### src/rtl/alu_pkg.sv
// alu_pkg: ALU mode codes and arbiter FSM states shared by alu and alu_arbiter
package alu_pkg;
  typedef enum logic [3:0] {
    ADD = 4'd0,
    SUB = 4'd1,
    AND = 4'd2,
    OR  = 4'd3,
    SLT = 4'd5,
    SLL = 4'd6,
    SRL = 4'd7,
    SRA = 4'd8
  } alu_op_e;
  typedef enum logic [1:0] {IDLE, EXEC, RESP} arb_state_e;
endpackage

### src/rtl/alu.sv
// alu: combinational ALU (op1, op2, ctrl -> aluout, zero); undecoded ctrl returns op1 with zero=0
module alu
  import alu_pkg::*;
#(
  parameter int DATA_WIDTH = 32,
  parameter int CTRL_WIDTH = 4
) (
  input  logic [DATA_WIDTH-1:0] op1,
  input  logic [DATA_WIDTH-1:0] op2,
  input  logic [CTRL_WIDTH-1:0] ctrl,
  output logic [DATA_WIDTH-1:0] aluout,
  output logic                  zero
);
  logic hit;
  always_comb begin
    aluout = op1;
    hit    = 1'b1;
    case (ctrl)
      CTRL_WIDTH'(ADD): aluout = op1 + op2;
      CTRL_WIDTH'(SUB): aluout = op1 - op2;
      CTRL_WIDTH'(AND): aluout = op1 & op2;
      CTRL_WIDTH'(OR):  aluout = op1 | op2;
      CTRL_WIDTH'(SLT): aluout = {{(DATA_WIDTH-1){1'b0}}, $signed(op1) < $signed(op2)};
      CTRL_WIDTH'(SLL): aluout = op1 << op2;
      CTRL_WIDTH'(SRL): aluout = op1 >> op2;
      CTRL_WIDTH'(SRA): aluout = $signed(op1) >>> op2;
      default:          hit    = 1'b0;
    endcase
    zero = hit && (aluout == '0);
  end
endmodule

### src/rtl/alu_arbiter.sv
// alu_arbiter: time-shares one alu between two requesters (req_* in, resp_* out, busy) via IDLE/EXEC/RESP
module alu_arbiter
  import alu_pkg::*;
#(
  parameter int DATA_WIDTH = 32,
  parameter int CTRL_WIDTH = 4
) (
  input  logic                    clk,
  input  logic                    rst,
  input  logic [1:0]              req_valid,
  output logic [1:0]              req_ready,
  input  logic [2*DATA_WIDTH-1:0] req_op1,
  input  logic [2*DATA_WIDTH-1:0] req_op2,
  input  logic [2*CTRL_WIDTH-1:0] req_ctrl,
  output logic [1:0]              resp_valid,
  input  logic [1:0]              resp_ready,
  output logic [DATA_WIDTH-1:0]   resp_result,
  output logic                    resp_zero,
  output logic                    busy
);
  arb_state_e            state;
  logic                  owner, last_grant, gnt, zero;
  logic [DATA_WIDTH-1:0] op1_q, op2_q, aluout;
  logic [CTRL_WIDTH-1:0] ctrl_q;
  assign gnt        = &req_valid ? ~last_grant : req_valid[1];
  assign req_ready  = (state == IDLE && |req_valid) ? (gnt ? 2'b10 : 2'b01) : 2'b00;
  assign resp_valid = (state == RESP) ? (owner ? 2'b10 : 2'b01) : 2'b00;
  assign busy       = state != IDLE;
  alu #(.DATA_WIDTH(DATA_WIDTH), .CTRL_WIDTH(CTRL_WIDTH)) u_alu (
    .op1(op1_q), .op2(op2_q), .ctrl(ctrl_q), .aluout(aluout), .zero(zero)
  );
  always_ff @(posedge clk) begin
    if (rst) begin
      state       <= IDLE;
      owner       <= 1'b0;
      last_grant  <= 1'b1;
      op1_q       <= '0;
      op2_q       <= '0;
      ctrl_q      <= '0;
      resp_result <= '0;
      resp_zero   <= 1'b0;
    end else begin
      case (state)
        IDLE: if (|req_valid) begin
          op1_q      <= gnt ? req_op1[2*DATA_WIDTH-1:DATA_WIDTH] : req_op1[DATA_WIDTH-1:0];
          op2_q      <= gnt ? req_op2[2*DATA_WIDTH-1:DATA_WIDTH] : req_op2[DATA_WIDTH-1:0];
          ctrl_q     <= gnt ? req_ctrl[2*CTRL_WIDTH-1:CTRL_WIDTH] : req_ctrl[CTRL_WIDTH-1:0];
          owner      <= gnt;
          last_grant <= gnt;
          state      <= EXEC;
        end
        EXEC: begin
          resp_result <= aluout;
          resp_zero   <= zero;
          state       <= RESP;
        end
        RESP: if (resp_ready[owner]) state <= IDLE;
        default: state <= IDLE;
      endcase
    end
  end
endmodule

### config.mk
export PLATFORM = sky130hd
export DESIGN_NAME = alu_arbiter
export DESIGN_NICKNAME = d
export VERILOG_FILES = /design/src/rtl/alu_pkg.sv /design/src/rtl/alu.sv /design/src/rtl/alu_arbiter.sv
export SDC_FILE = /design/constraint.sdc
export NUM_CORES = 1
export LEC_CHECK = 0
export ABC_AREA = 1
export CAP_MARGIN = 20
export CORE_MARGIN = 2
export CORE_UTILIZATION = 40
export DETAILED_ROUTE_END_ITERATION = 7
export PLACE_DENSITY_LB_ADDON = 0.08
export SKIP_LAST_GASP = 1
export SLEW_MARGIN = 20
export SYNTH_ARGS = -nofsm -noshare
export SYNTH_HDL_FRONTEND = slang
export SYNTH_SLANG_ARGS = --single-unit
### constraint.sdc
create_clock -name clk -period 3.02 [get_ports clk]
set_input_delay 0.453 -clock clk [delete_from_list [all_inputs] [get_ports clk]]
set_output_delay 0.453 -clock clk [all_outputs]
set_load 0.005 [all_outputs]
==> run metrics <==
status=finished with violations; failing checks=DRC, setup timing; net count after synthesis=2928; path depth of the worst reg2reg path=28; Final nets=3576; post-layout min period=3.16 ns; Seq pwr share=14.9%; clk_lat worst skew=0.38 ns; number of I/O pins=180; Final setup viols=5; post-route ant nets=0; Die Span Y=195 um; Synth Register Bits=105; CP endpoint=resp_zero$_SDFFE_PP0N_; sw frac=49.9%; Die W=195 um; Sw Pwr=5.57 mW; CP required=3.27 ns; first-pass GRT wire length=121000 um; final hold slack=0.504 ns; share of layout cells above drive strength 1=34.2%; critical path type=reg -> reg; H-tree depth reported by CTS=3; cts hold-fix bufs=0; Worst-Margin Slew=1.01 ns; internal power=5.60 mW; Mapped Area=0.0146 mm^2; Post-synth EDFFs=0; max frequency=316 MHz; top_reg_cell synth=dfxtp_1; r2r setup slk=-0.14 ns; slowest CP cell=dfxtp_2; Critical Path Fanout Max=7; Max Cap Viol=0; Setup crit start kind=register; Routed WL=84000 um; GRT Total Usage=42.1%; sequential area share after synthesis=14.4%; vias=22028; placed instance area=0.0207 mm^2; Slew HR=32.9%; Critical R2R Launch=op2_q[21]$_SDFFE_PP0P_; fin crit share=105%; std cell rows=69; Port Buffer Count=179; number of buffers created by CTS=9; design area=0.0234 mm^2; unrepaired setup endpoints after global routing=yes; antenna violations before repair=2; core box area=0.0357 mm^2; Synth Warn #=0; Crit. Startpoint=op2_q[21]$_SDFFE_PP0P_; largest net degree at the start of global routing=78; Slowest Stage Delay on Critical Path=0.33 ns; most frequent cells in the layout=nand2_1, buf_4, nand3_1; iteration count of the initial detailed-routing pass=8; clk_skew=0.0156 ns; initial core utilization=40.8%; area grow syn2layout=61.0%; # DRC=4; Fill cells=3208; Clock Path Buffers=2; vias in the first global route=20459; Critical Path AT=3.41 ns; combinational share of power=73.1%; Initial DRC Count=2339; clock root cell=clkbuf_16; worst vdd ir=427 uV; FF-to-FF End=resp_zero$_SDFFE_PP0N_; Unique masters post-synth=55; Gate Count Post-Synth=2683; detailed placement HPWL=67500 um; GRT overflow=0; final core utilization=65.7%; min-delay worst type=reg -> reg; CP dominant cell by count=nand2_1; final count of pins violating max slew=0; Setup crit end kind=register; worst slack, placed=-0.547 ns; ys async rst share=0%; RePlAce Congestion=1.08; Pleak=11.2 nW; clk sinks=105; commonest non-fill, non-tap cell in the layout=nand2_1; Clk network pwr share=12.0%; endpoints failing hold=0; die footprint=0.0379 mm^2; drt wl/cell=22.1 um; Mean Syn Cell Area=5.42 um^2; Power Density=477 mW/mm^2; TritonCTS clock tree=yes; Reg clk slew, reported paths=0.09 ns; Setup WS post-layout=-0.141 ns; via/cell ratio=5.80
-- metrics by stage --
step / TNS (ns) / std cells / power (mW)
5_1_grt: -1.64 / 3797 / 11.7
3_5_place_dp: -3.14 / 3741 / 8.55
2_1_floorplan: 0 / 2683 / 4.94
3_3_place_gp: -2.97 / 3741 / 8.49
4_1_cts: -0.0651 / 3779 / 10.3
6_report: -0.318 / 3798 / 11.2
-- registers in the layout, indices dropped and copies added, names as in the netlist --
register	flops
resp_zero	1
op1_q	32
owner	1
ctrl_q	4
state	2
last_grant	1
op2_q	32
resp_result	32
-- kinds of logic after synthesis --
group,after synthesis,synth area share (%)
AOI/OAI and AO/OA,426,17.0
buffers and inverters,352,9.64
and+or+nand+nor,1691,49.6
adders and majority gates,103,8.96
xor gates and xnor gates,6,0.361
DFF,105,14.4
-- Yosys cell counts, drive strengths merged, types with 35 or more instances --
cell / number / share of area, %
nand2: 944 / 25
nand3: 332 / 12
nor2: 317 / 8.5
inv: 204 / 5.3
a21oi: 156 / 5.4
o21ai: 147 / 5.1
dfxtp: 105 / 14
ha: 101 / 8.7
clkbuf: 74 / 1.9
buf: 69 / 2.3
nand4: 48 / 2.1
a221oi: 38 / 2.3
a31oi: 35 / 1.5
-- cell type report --
class | instances | area [um^2] | area share (%)
repair buffers | 780 | 6620 | 28.3
clock inverters | 7 | 95.1 | 0.406
flip-flops and latches | 105 | 2150 | 9.19
clock buffers | 9 | 225 | 0.962
multi-input cells | 2226 | 13000 | 55.3
inverters | 209 | 792 | 3.38
well taps | 461 | 577 | 2.46
diodes | 1 | 2.50 | 0.0107
-- metal layers --
metal	GRT usage, %	wire length, um	up-vias
li1	-	-	10155
met1	53.2	33100	10261
met2	68.0	37200	1303
met3	8.10	8470	309
met4	21.7	5310	0
met5	0	0	-
-- worst max-delay path, delay by kind of cell, from the launching register on --
kind	cells	cell delay, ns
AO/OA/AOI/OAI	1	0.18
buffers and inverters	5	0.60
AND/OR/NAND/NOR	22	1.87
flip-flops	1	0.33
-- how the worst min path moves through the flow --
stage                       startpoint                       to  slack [ns]  cells past startpoint
2_1_floorplan  last_grant$_SDFFE_PP1P_  last_grant$_SDFFE_PP1P_        0.44                      2
3_3_place_gp   last_grant$_SDFFE_PP1P_  last_grant$_SDFFE_PP1P_        0.47                      2
3_5_place_dp   last_grant$_SDFFE_PP1P_  last_grant$_SDFFE_PP1P_        0.48                      2
4_1_cts        last_grant$_SDFFE_PP1P_  last_grant$_SDFFE_PP1P_        0.51                      2
5_1_grt        last_grant$_SDFFE_PP1P_  last_grant$_SDFFE_PP1P_        0.53                      2
6_report       last_grant$_SDFFE_PP1P_  last_grant$_SDFFE_PP1P_        0.50                      2
-- power groups by stage --
stage | combinational (mW) | sequential [mW] | clock [mW]
6_report | 8.16 | 1.67 | 1.34
5_1_grt | 8.63 | 1.68 | 1.37
4_1_cts | 7.30 | 1.65 | 1.33
3_5_place_dp | 6.87 | 1.68 | 0
3_3_place_gp | 6.82 | 1.67 | 0
2_1_floorplan | 3.25 | 1.69 | 0
-- repair_timing --
| item | 4_1_cts | 5_1_grt |
|---|---|---|
| buffers inserted | 20 | 18 |
| pin swaps | 63 | 167 |
| endpoints found under the hold margin | 0 | 0 |
| setup endpoints to repair | 21 | 30 |
| resized for setup | 201 | 358 |
| cloned | 2 | 2 |
Power figures use the tool's default switching activity.
